==> src/rtl/camera_config_sequencer_if.sv <==
// SCCB write-request handshake between the configuration sequencer (master)
// and the SCCB controller (slave).
interface camera_config_sequencer_if;
    logic       sccb_start;
    logic [7:0] sccb_address;
    logic [7:0] sccb_command;
    logic [7:0] sccb_data;
    logic       sccb_increment_done;
    logic       sccb_busy;
    logic [3:0] sccb_state;

    modport master (
        output sccb_start,
        output sccb_address,
        output sccb_command,
        output sccb_data,
        output sccb_increment_done,
        input  sccb_busy,
        input  sccb_state
    );

    modport slave (
        input  sccb_start,
        input  sccb_address,
        input  sccb_command,
        input  sccb_data,
        input  sccb_increment_done,
        output sccb_busy,
        output sccb_state
    );
endinterface

==> src/rtl/camera_config_sequencer.sv <==
// Walks a {reg,val} table and issues one SCCB write per entry, with delay
// entries, an end marker, busy/idle timeouts and done/error reporting.
module camera_config_sequencer #(
    parameter logic [7:0]  SLAVE_ADDR    = 8'h42,
    parameter int          ROM_AW        = 8,
    parameter logic [19:0] POWER_UP_WAIT = 20'd1_000_000,
    parameter logic [19:0] DELAY_CYCLES  = 20'd500_000,
    parameter logic [19:0] TIMEOUT       = 20'd200_000
) (
    input  logic              clk,
    input  logic              reset_n,
    input  logic              config_start,
    output logic [ROM_AW-1:0] rom_addr,
    input  logic [15:0]       rom_data,
    camera_config_sequencer_if.master sccb,
    output logic              config_busy,
    output logic              config_done,
    output logic              config_error
);

    typedef enum logic [3:0] {
        S_PWR_WAIT, S_FETCH, S_DECODE, S_ISSUE, S_WAIT_XFER,
        S_ACK, S_DELAY, S_DONE, S_ERROR
    } state_t;

    state_t            r_state, w_state_next;
    logic [19:0]       r_cnt, w_cnt_next;
    logic [ROM_AW-1:0] r_addr, w_addr_next;
    logic [7:0]        r_cmd, w_cmd_next;
    logic [7:0]        r_data, w_data_next;
    logic              r_start, w_start_next;
    logic              r_inc_done, w_inc_done_next;
    logic              r_busy, w_busy_next;
    logic              r_done, w_done_next;
    logic              r_error, w_error_next;
    logic              w_addr_last;

    assign w_addr_last = (r_addr == '1);

    // State register; outputs are registered copies of the next-state decode.
    always_ff @(posedge clk or negedge reset_n) begin
        if (!reset_n) begin
            r_state    <= S_PWR_WAIT;
            r_cnt      <= POWER_UP_WAIT;
            r_addr     <= '0;
            r_cmd      <= 8'h00;
            r_data     <= 8'h00;
            r_start    <= 1'b0;
            r_inc_done <= 1'b0;
            r_busy     <= 1'b1;
            r_done     <= 1'b0;
            r_error    <= 1'b0;
        end else begin
            r_state    <= w_state_next;
            r_cnt      <= w_cnt_next;
            r_addr     <= w_addr_next;
            r_cmd      <= w_cmd_next;
            r_data     <= w_data_next;
            r_start    <= w_start_next;
            r_inc_done <= w_inc_done_next;
            r_busy     <= w_busy_next;
            r_done     <= w_done_next;
            r_error    <= w_error_next;
        end
    end

    always_comb begin
        w_state_next = r_state;
        w_cnt_next   = r_cnt;
        w_addr_next  = r_addr;
        w_cmd_next   = r_cmd;
        w_data_next  = r_data;
        case (r_state)
            S_PWR_WAIT: begin
                if (r_cnt == 20'd0) w_state_next = S_FETCH;
                else                w_cnt_next   = r_cnt - 20'd1;
            end
            S_FETCH: w_state_next = S_DECODE;
            S_DECODE: begin
                if (rom_data == 16'hFFFF) begin
                    w_state_next = S_DONE;
                end else if (rom_data == 16'hFFF0) begin
                    w_cnt_next   = DELAY_CYCLES;
                    w_state_next = S_DELAY;
                end else begin
                    w_cmd_next   = rom_data[15:8];
                    w_data_next  = rom_data[7:0];
                    w_cnt_next   = TIMEOUT;
                    w_state_next = S_ISSUE;
                end
            end
            S_ISSUE: begin
                if (sccb.sccb_busy) begin
                    w_cnt_next   = TIMEOUT;
                    w_state_next = S_WAIT_XFER;
                end else if (r_cnt == 20'd0) begin
                    w_state_next = S_ERROR;
                end else begin
                    w_cnt_next   = r_cnt - 20'd1;
                end
            end
            S_WAIT_XFER: begin
                if (!sccb.sccb_busy)      w_state_next = S_ACK;
                else if (r_cnt == 20'd0)  w_state_next = S_ERROR;
                else                      w_cnt_next   = r_cnt - 20'd1;
            end
            S_ACK: begin
                if (sccb.sccb_state == 4'd0) begin
                    if (w_addr_last) begin
                        w_state_next = S_DONE;
                    end else begin
                        w_addr_next  = r_addr + 1'b1;
                        w_state_next = S_FETCH;
                    end
                end
            end
            S_DELAY: begin
                if (r_cnt != 20'd0) begin
                    w_cnt_next = r_cnt - 20'd1;
                end else if (w_addr_last) begin
                    w_state_next = S_DONE;
                end else begin
                    w_addr_next  = r_addr + 1'b1;
                    w_state_next = S_FETCH;
                end
            end
            S_DONE, S_ERROR: w_state_next = r_state;
            default: begin
                w_cnt_next   = POWER_UP_WAIT;
                w_state_next = S_PWR_WAIT;
            end
        endcase

        // A restart request is honoured only while no table walk is active.
        if (config_start &&
            (r_state == S_PWR_WAIT || r_state == S_DONE || r_state == S_ERROR)) begin
            w_addr_next  = '0;
            w_state_next = S_FETCH;
        end
    end

    always_comb begin
        w_start_next    = (w_state_next == S_ISSUE);
        w_inc_done_next = (w_state_next == S_ACK);
        w_busy_next     = !(w_state_next == S_DONE || w_state_next == S_ERROR);
        w_done_next     = (w_state_next == S_DONE);
        w_error_next    = (w_state_next == S_ERROR);
    end

    assign rom_addr                 = r_addr;
    assign sccb.sccb_start          = r_start;
    assign sccb.sccb_address        = SLAVE_ADDR;
    assign sccb.sccb_command        = r_cmd;
    assign sccb.sccb_data           = r_data;
    assign sccb.sccb_increment_done = r_inc_done;
    assign config_busy              = r_busy;
    assign config_done              = r_done;
    assign config_error             = r_error;

endmodule

==> src/flat_wrapper.sv <==
// flat-port wrapper written by rule: the top's interface ports become plain ports
module camera_config_sequencer_flat 
#(
    parameter logic [7:0]  SLAVE_ADDR    = 8'h42,
    parameter int          ROM_AW        = 8,
    parameter logic [19:0] POWER_UP_WAIT = 20'd1_000_000,
    parameter logic [19:0] DELAY_CYCLES  = 20'd500_000,
    parameter logic [19:0] TIMEOUT       = 20'd200_000
)
  (clk, reset_n, config_start, rom_addr, rom_data, config_busy, config_done, config_error, sccb_sccb_start, sccb_sccb_address, sccb_sccb_command, sccb_sccb_data, sccb_sccb_increment_done, sccb_sccb_busy, sccb_sccb_state);
  camera_config_sequencer_if sccb_i ();
  input  logic clk;
  input  logic reset_n;
  input  logic config_start;
  output logic [ROM_AW-1:0] rom_addr;
  input  logic [15:0] rom_data;
  output logic config_busy;
  output logic config_done;
  output logic config_error;
  output wire logic [$bits(sccb_i.sccb_start)-1:0] sccb_sccb_start;
  output wire logic [$bits(sccb_i.sccb_address)-1:0] sccb_sccb_address;
  output wire logic [$bits(sccb_i.sccb_command)-1:0] sccb_sccb_command;
  output wire logic [$bits(sccb_i.sccb_data)-1:0] sccb_sccb_data;
  output wire logic [$bits(sccb_i.sccb_increment_done)-1:0] sccb_sccb_increment_done;
  input wire logic [$bits(sccb_i.sccb_busy)-1:0] sccb_sccb_busy;
  input wire logic [$bits(sccb_i.sccb_state)-1:0] sccb_sccb_state;
  assign sccb_sccb_start = sccb_i.sccb_start;
  assign sccb_sccb_address = sccb_i.sccb_address;
  assign sccb_sccb_command = sccb_i.sccb_command;
  assign sccb_sccb_data = sccb_i.sccb_data;
  assign sccb_sccb_increment_done = sccb_i.sccb_increment_done;
  assign sccb_i.sccb_busy = sccb_sccb_busy;
  assign sccb_i.sccb_state = sccb_sccb_state;
  camera_config_sequencer #(.SLAVE_ADDR(SLAVE_ADDR), .ROM_AW(ROM_AW), .POWER_UP_WAIT(POWER_UP_WAIT), .DELAY_CYCLES(DELAY_CYCLES), .TIMEOUT(TIMEOUT)) u_core (.clk(clk), .reset_n(reset_n), .config_start(config_start), .rom_addr(rom_addr), .rom_data(rom_data), .sccb(sccb_i), .config_busy(config_busy), .config_done(config_done), .config_error(config_error));
endmodule
==> config.mk <==
export PLATFORM = sky130hd
export DESIGN_NAME = camera_config_sequencer_flat
export DESIGN_NICKNAME = d
export VERILOG_FILES = /design/src/rtl/camera_config_sequencer_if.sv /design/src/rtl/camera_config_sequencer.sv /design/src/flat_wrapper.sv
export SDC_FILE = /design/constraint.sdc
export NUM_CORES = 1
export LEC_CHECK = 0
export BUFFER_PORTS_ARGS = -buffer_cell sky130_fd_sc_hd__buf_2
export CAP_MARGIN = 20
export CORE_MARGIN = 4
export CORE_UTILIZATION = 42
export CTS_CLUSTER_DIAMETER = 50
export CTS_CLUSTER_SIZE = 24
export DETAILED_ROUTE_END_ITERATION = 12
export PLACE_DENSITY_LB_ADDON = 0.1
export SYNTH_ARGS = -nofsm -noshare
export SYNTH_HDL_FRONTEND = slang
export SYNTH_SLANG_ARGS = --single-unit
==> constraint.sdc <==
create_clock -name clk -period 3.05 [get_ports clk]
set_input_delay 0.61 -clock clk [delete_from_list [all_inputs] [get_ports clk]]
set_output_delay 0.61 -clock clk [all_outputs]
set_load 0.02 [all_outputs]
==> metrics, run 1 <==
clk slew on worst S/H paths 0.10 ns; main combinational cell family by area after synthesis simple AND/OR/NAND/NOR gates; synth top area cells dfrtp_1 (35%), dfstp_2 (6.5%), mux2_2 (5.6%); compound-gate portion of the synthesized area 17.56%; TritonCTS sink count 53; Final Critical Period 2.600 ns; Hold WC Path Type in2async; Die H 95.65 um; pwr dens 969.1 nW/um^2; final worst slack 0.4502 ns; Arrival @ worst endpoint 2.82 ns; synth unique cells 60; Mapped Avg Cell Area 9.014 sq um; Reg2Reg Setup Slack 0.45 ns; Post-Route WL 8208 um; Core Box Area 7370 sq um; vias per cell 5.626; initial core utilization 43.79%; H-tree lvl count 2; Async SR Flop Fraction 100.0%; FP Rows 31; GRT Resource Usage Total 19.02%; largest net degree at the start of global routing 54; gr ovfl total 0; Critical Path Fanout Max 16; Max-slew headroom 58.49%; Worst EP required 3.27 ns; via count 2903; area fraction of the dominant cell type after synthesis 34.90%; crit share post-route 85.24%; Startpoint Class flip-flop; actual slew at the worst max-slew pin 0.6190 ns; Final Skew 0.01240 ns; # port buffers 52; critical path class reg2reg; antenna violations before repair 0; DR pass1 iterations 4; post-synthesis xor/xnor area fraction 0.8143%; top_reg_cell synth dfrtp_1; Final setup viols 0; Inserted Clock Buffers 5; vias in the first global route 2744; multiplexer area fraction after synthesis 6.514%; Crit. End Element flip-flop; setup repair bufs after CTS 0; Skew-Pair Late Insertion Delay 0.31 ns; Antenna Violating Nets Remaining 0; chip width 95.65 um; final setup TNS 0 ns; num ports 61; layout net count 443; Ant. Diodes 0; Post-DP HPWL 6145 um; Leakage 1.580 nW; Pins Over Slew Limit 0; Post-CTS Resized 0; routability cong. 0.8562; synthesized area 3227 sq um; Post-synth EDFFs 0; DRC 0; CTS tree built; Cells after Synth 358; Hold-fix buffers, CTS 0; first-pass GRT wire length 13740 um; Yosys reg bits 53; die area 9149 sq um; area grow syn2layout 14.93%; cell type with the highest aggregate area in the netlist dfrtp_1; Post-Synth Adder-Cell Area 1.163%; simple-gate share of the synthesized area 26.83%; Syn. warnings 0; DR iter-0 viols 177; total power 0.003594 W; placed cell areas 3623 sq um; Final Hold Viols 0; worst slack, placed 0.3293 ns; Max Fclk 0.3846 GHz; status completed; RSZ-0062 raised after global routing no; Root Driver clkbuf_8; final core occ 50.32%; clk buf depth 2; Max-Cap Viols 0; Final Cell Area 3709 sq um; layout cells sized above 1 26.62%; VDD IR max 0.3893 mV; WL/cell 15.91 um; register area share after synthesis 41.41%
## routing by layer
metal	track usage [%]	share of wire, %	vias up
met5	0	0	-
met4	4.621	0.95	0
met3	3.157	4.3	7
met2	29.70	47	61
met1	27.43	48	1402
li1	-	-	1433
## registers in the layout (all words and copies together) (netlist names), 4 cells and up
name and cells:
u_core.r_cnt 20, u_core.r_state 4, u_core.rom_addr 8, u_core.sccb.sccb_command 8, u_core.sccb.sccb_data 8
## synthesized netlist by cell type (3+ instances only)
cell type and instances:
a211oi_1 3, inv_1 13, nand2b_1 6, ha_1 3, nor4_1 10, dfstp_2 8
nand2_1 25, nor3_1 13, or3_1 3, mux2_2 16, or4b_1 3, nor2b_1 6
dfrtp_1 45, buf_2 5, clkbuf_1 5, mux2i_1 3, nor2_1 32, nand3_1 17
or4_1 10, o21ai_1 4, o21ai_0 30, o31ai_1 4, a21oi_1 21, o211ai_1 3
buf_4 9, a31oi_1 8, nand4_1 10
## worst max-delay path, stage by stage (launching register included)
cell      delay (ns)
dfrtp_1         0.39
or4b_1          0.64
or4_4           0.54
o221ai_2        0.17
buf_4           0.21
or2b_2          0.34
o21ai_0         0.14
o21ai_0         0.09
## final timing paths
| kind | from | to | cells past startpoint |
|---|---|---|---|
| worst max-delay path | u_core.r_state[0] | u_core.r_cnt[2] | 7 |
| min in group clk | u_core.sccb.sccb_command[3] | u_core.sccb.sccb_command[3] | 1 |
| max in group asynchronous | reset_n | u_core.r_cnt[14] | 2 |
| worst max register to register | u_core.r_state[0] | u_core.r_cnt[2] | 7 |
| worst min register to register | u_core.sccb.sccb_command[3] | u_core.sccb.sccb_command[3] | 1 |
| worst min-delay path | reset_n | u_core.r_cnt[12] | 2 |
## cell usage in the layout (no fill, tap or decap), drive strengths merged, types with 4 or more instances in the layout
cell,count
a21oi,21
a31oi,8
buf,66
clkbuf,7
conb,8
dfrtp,45
dfstp,8
inv,13
mux2,16
nand2,25
nand2b,6
nand3,17
nand4,10
nor2,32
nor2b,6
nor3,14
nor4,13
o21ai,34
o31ai,4
or3,4
or4,11
or4b,4
## metrics by stage
stage	hold slack, ns	std cells
final	0.2771	516
after global routing	0.2983	516
after CTS	0.2937	516
after detailed placement	0.4907	508
after global placement	0.4855	508
after floorplan	0.3144	364
## layout make-up
type / count / area [sq um]
clock buffers: 7 / 76.32
clock inverters: 1 / 8.758
fillers: 763 / 3661
inverters: 13 / 48.80
multi-input cells: 277 / 1737
flip-flops and latches: 53 / 1336
well taps: 99 / 123.9
repair buffers: 66 / 377.9
## power breakdown
part | internal, W | switching [W] | leakage (nW)
sequential | 0.000978 | 0.000206 | 0.660
combinational | 0.000787 | 0.00123 | 0.878
clock | 0.000165 | 0.000229 | 0.0424
total | 0.00193 | 0.00166 | 1.58
## kinds of logic after synthesis
family / Yosys count
flip-flops: 53
AND/OR/NAND/NOR: 153
AO/OA/AOI/OAI: 91
XOR/XNOR: 3
buffers and inverters: 34
other: 2
adder cells (fa/ha/maj): 3
multiplexers: 19
No activity file was read; power rests on OpenSTA's default activity.
==> run 2: changes to the inputs <==
CAP_MARGIN = 0   (was 20)
CTS_BUF_LIST = sky130_fd_sc_hd__clkbuf_8   (was not set)
CTS_CLUSTER_DIAMETER = not set   (was 50)
==> run 2 against run 1 <==
  * Fmax up 0.16%
  * Global-route usage about the same
  * Hold slack about the same
==> metrics, run 2 (synthesis results as in run 1) <==
status completed; largest net degree at the start of global routing 54; vias per cell 5.651; actual slew at the worst max-slew pin 0.6145 ns; pwr dens 967.4 nW/um^2; CTS tree built; Max-Cap Viols 0; Post-Route WL 8194 um; via count 2916; Max Fclk 0.3852 GHz; layout cells sized above 1 26.62%; num ports 61; Final Critical Period 2.596 ns; Reg-to-Reg Start u_core.r_state[0]; Final Cell Area 3709 sq um; antenna violations before repair 0; placed cell areas 3623 sq um; Core Box Area 7370 sq um; Hold-fix buffers, CTS 0; Pins Over Slew Limit 0; Arrival @ worst endpoint 2.82 ns; # port buffers 52; Final setup viols 0; clk slew on worst S/H paths 0.10 ns; Hold WC Path Type in2async; Ant. Diodes 0; Critical Path, Cell by Cell or4b_1, or4_4, o221ai_2, buf_4, or2b_2, o21ai_0, o21ai_0; CP max stage cell or4b_1; vias in the first global route 2742; Inserted Clock Buffers 5; Root Driver clkbuf_8; gr ovfl total 0; Skew-Pair Late Insertion Delay 0.31 ns; setup repair bufs after CTS 0; final setup TNS 0 ns; max reg flops 20; Leakage 1.589 nW; Worst setup startpoint u_core.r_state[0]; WL/cell 15.88 um; commonest cells after routing, fill and taps aside buf_2 (52), dfrtp_1 (45), nor2_1 (32); Startpoint Class flip-flop; Post-CTS Resized 0; Reg2Reg Setup Slack 0.45 ns; GRT Resource Usage Total 19.05%; DR iter-0 viols 151; FF-to-FF End u_core.r_cnt[2]; DR pass1 iterations 4; RSZ-0062 raised after global routing no; Post-DP HPWL 6145 um; R2R depth 7; DRC 0; H-tree lvl count 2; layout net count 443; Final Skew 0.01299 ns; initial core utilization 43.79%; critical path class reg2reg; Antenna Violating Nets Remaining 0; cell family with most CP delay simple AND/OR/NAND/NOR gates; FP Rows 31; number of cells on the critical path 7; CP bufs+invs 1; TritonCTS sink count 53; clk buf depth 2; crit-path most repeated cell o21ai_0; crit share post-route 85.11%; Worst EP required 3.27 ns; most common cell after layout, fill and taps aside buf_2; Top reg by flops u_core.r_cnt; area grow syn2layout 14.93%; Critical Path Max Stage Delay 0.64 ns; routability cong. 0.8562; VDD IR max 0.3895 mV; first-pass GRT wire length 13750 um; Critical Path Fanout Max 16; critical path endpoint u_core.r_cnt[2]; die area 9149 sq um; Max-slew headroom 58.79%; Final Hold Viols 0; chip width 95.65 um; Die H 95.65 um; Crit. End Element flip-flop
[run 2: cell types whose count changed in the layout (fill, tap and decap cells not counted)]
cell,delta
inv_1,+2
clkbuf_1,-2
[run 2: routing by layer]
metal | GRT usage [%] | wire (um) | part of all wire, % | up-vias
li1 | - | - | - | 1434
met1 | 27.67 | 3923 | 48 | 1412
met2 | 29.53 | 3829 | 47 | 63
met3 | 3.157 | 360 | 4.4 | 7
met4 | 4.621 | 80 | 0.98 | 0
met5 | 0 | 0 | 0 | -
[run 2: layout make-up]
type                            instances  area, sq um
Clock buffer                            5        68.82
Fill cell                             763         3661
Timing Repair Buffer                   66        377.9
Multi-Input combinational cell        277         1737
Sequential cell                        53         1336
Clock inverter                          3        16.27
Inverter                               13        48.80
Tap cell                               99        123.9
[run 2: stage by stage]
stage          hold WS, ns  util (%)  total power (W)  setup slack (ns)  instances
2_1_floorplan       0.3144         -         0.002624            0.5257        364
3_3_place_gp        0.4855     49.17         0.003168            0.3969        508
3_5_place_dp        0.4907     49.17         0.003191            0.3293        508
4_1_cts             0.2933     50.32         0.003591            0.4721        516
5_1_grt             0.2914     50.32         0.003888            0.2310        516
6_report            0.2771     50.32         0.003588            0.4543        516
[run 2: power by group]
part	switching, W	total (W)	internal (W)
Clock	0.000230	0.000388	0.000158
Combinational	0.00123	0.00202	0.000787
Sequential	0.000205	0.00118	0.000978
[run 2: worst min path at each step]
stage                                   startpoint                       end  slack, ns  cells after the start
after floorplan                            reset_n        u_core.config_done       0.31                      0
after global placement    u_core.sccb.sccb_data[1]  u_core.sccb.sccb_data[1]       0.49                      1
after detailed placement  u_core.sccb.sccb_data[4]  u_core.sccb.sccb_data[4]       0.49                      1
after CTS                                  reset_n  u_core.sccb.sccb_data[4]       0.29                      2
after global routing                       reset_n  u_core.sccb.sccb_data[0]       0.29                      2
final                                      reset_n          u_core.r_cnt[12]       0.28                      2
[run 2: worst register-to-register path: stages, from the launching register on]
cell,delay [ns]
dfrtp_1,0.39
or4b_1,0.64
or4_4,0.54
o221ai_2,0.17
buf_4,0.21
or2b_2,0.33
o21ai_0,0.14
o21ai_0,0.09
==> run 3: changes to the inputs <==
CTS_CLUSTER_SIZE = 28   (was 24)
RECOVER_POWER = 50   (was not set)
==> run 3 against run 2 <==
  * Sequential cell count unchanged
  * Register-to-register slack is essentially flat
  * Critical path depth did not move
  * Design area is 0.88% lower
  * Worst setup slack gained 0.0055 ns
  * Combinational power about the same
  * Fmax increased by 0.21%
  * Critical endpoint is now u_core.r_cnt[18]
==> metrics, run 3 (synthesis results as in run 1) <==
Die H 95.65 um; max reg flops 20; Max-slew headroom 12.78%; Worst setup startpoint u_core.r_state[0]; chip width 95.65 um; DRC 0; Inserted Clock Buffers 5; Skew-Pair Late Insertion Delay 0.31 ns; CP max stage cell or4b_1; Final Hold Viols 0; first-pass GRT wire length 13750 um; Post-Route WL 8196 um; RSZ-0062 raised after global routing no; Max Fclk 0.3861 GHz; Final Critical Period 2.590 ns; final setup TNS 0 ns; WL/cell 15.88 um; CTS tree built; Root Driver clkbuf_8; Critical Path, Cell by Cell or4b_1, or4_4, o221ai_2, buf_4, or2b_2, a21oi_1, o22ai_1; Antenna Violating Nets Remaining 0; Core Box Area 7370 sq um; min-delay src u_core.r_cnt[17]; Post-CTS Resized 0; Top reg by flops u_core.r_cnt; Worst EP required 3.28 ns; Critical Path Fanout Max 16; DR pass1 iterations 4; Pins Over Slew Limit 0; via count 2924; vias in the first global route 2742; Leakage 1.540 nW; GRT Resource Usage Total 19.05%; VDD IR max 0.3874 mV; Startpoint Class flip-flop; layout net count 443; Hold WC Path Type reg2reg; Reg-to-Reg Start u_core.r_state[0]; Hold-fix buffers, CTS 0; gr ovfl total 0; crit share post-route 84.93%; # port buffers 52; largest net degree at the start of global routing 54; layout cells sized above 1 23.26%; Final Skew 0.01272 ns; fill cell count 768; critical path class reg2reg; FP Rows 31; initial core utilization 43.79%; pwr dens 968.8 nW/um^2; commonest cells after routing, fill and taps aside dfrtp_1 (45), buf_2 (38), nor2_1 (32); area grow syn2layout 13.92%; TritonCTS sink count 53; DR iter-0 viols 159; vias per cell 5.667; routability cong. 0.8562; H-tree lvl count 2; num ports 61; most common cell after layout, fill and taps aside dfrtp_1; Ant. Diodes 0; antenna violations before repair 0; setup repair bufs after CTS 0; actual slew at the worst max-slew pin 1.308 ns; Arrival @ worst endpoint 2.82 ns; clk buf depth 2; final core occ 49.88%; Crit. End Element flip-flop; Critical Path Max Stage Delay 0.64 ns; die area 9149 sq um; clk slew on worst S/H paths 0.10 ns; status completed; Max-Cap Viols 0; Post-DP HPWL 6145 um; Final setup viols 0
[run 3: critical path: cells and delay by family, from the launching register on]
family | cells | cell delay [ns]
and+or+nand+nor | 3 | 1.51
AOI/OAI and AO/OA | 3 | 0.41
DFF | 1 | 0.39
buffers and inverters | 1 | 0.21
[run 3: final timing paths]
| path | slack, ns | depth (start not counted) | to |
|---|---|---|---|
| max | 0.46 | 7 | u_core.r_cnt[18] |
| min | 0.51 | 2 | u_core.r_cnt[17] |
| max reg2reg | 0.46 | 7 | u_core.r_cnt[18] |
| min reg2reg | 0.51 | 2 | u_core.r_cnt[17] |
| max in group asynchronous | 1.59 | 2 | u_core.r_cnt[11] |
| min in group asynchronous | 0.66 | 2 | u_core.r_cnt[12] |
[run 3: area by class of cell]
cell class / count / area (sq um) / share of cell area, %
clock buffers: 5 / 68.82 / 1.872
well taps: 99 / 123.9 / 3.370
repair buffers: 66 / 345.3 / 9.394
multi-input cells: 277 / 1737 / 47.24
flip-flops and latches: 53 / 1336 / 36.35
clock inverters: 3 / 16.27 / 0.4425
inverters: 13 / 48.80 / 1.327
[run 3: stage by stage]
stage                     setup slack, ns  area [sq um]  total power (W)  hold WS [ns]  cells
final                              0.4598          3676         0.003561        0.5082    516
after global placement             0.3969          3623         0.003168        0.4855    508
after CTS                          0.4721          3709         0.003591        0.2933    516
after floorplan                    0.5257          3249         0.002624        0.3144    364
after global routing               0.2310          3676         0.003865        0.5303    516
after detailed placement           0.3293          3623         0.003191        0.4907    508
[run 3: metal layers]
metal | vias up | GRT usage [%] | wire, um
met2 | 69 | 29.53 | 3854
met5 | - | 0 | 0
met4 | 0 | 4.621 | 80
li1 | 1432 | - | -
met1 | 1416 | 27.67 | 3897
met3 | 7 | 3.157 | 364
[run 3: power by group]
part | switching [W] | total (W) | internal [W] | leakage (nW)
sequential | 0.000207 | 0.00119 | 0.000978 | 0.660
clock | 0.000230 | 0.000388 | 0.000158 | 0.0507
combinational | 0.00123 | 0.00199 | 0.000763 | 0.829
total | 0.00166 | 0.00356 | 0.00190 | 1.54
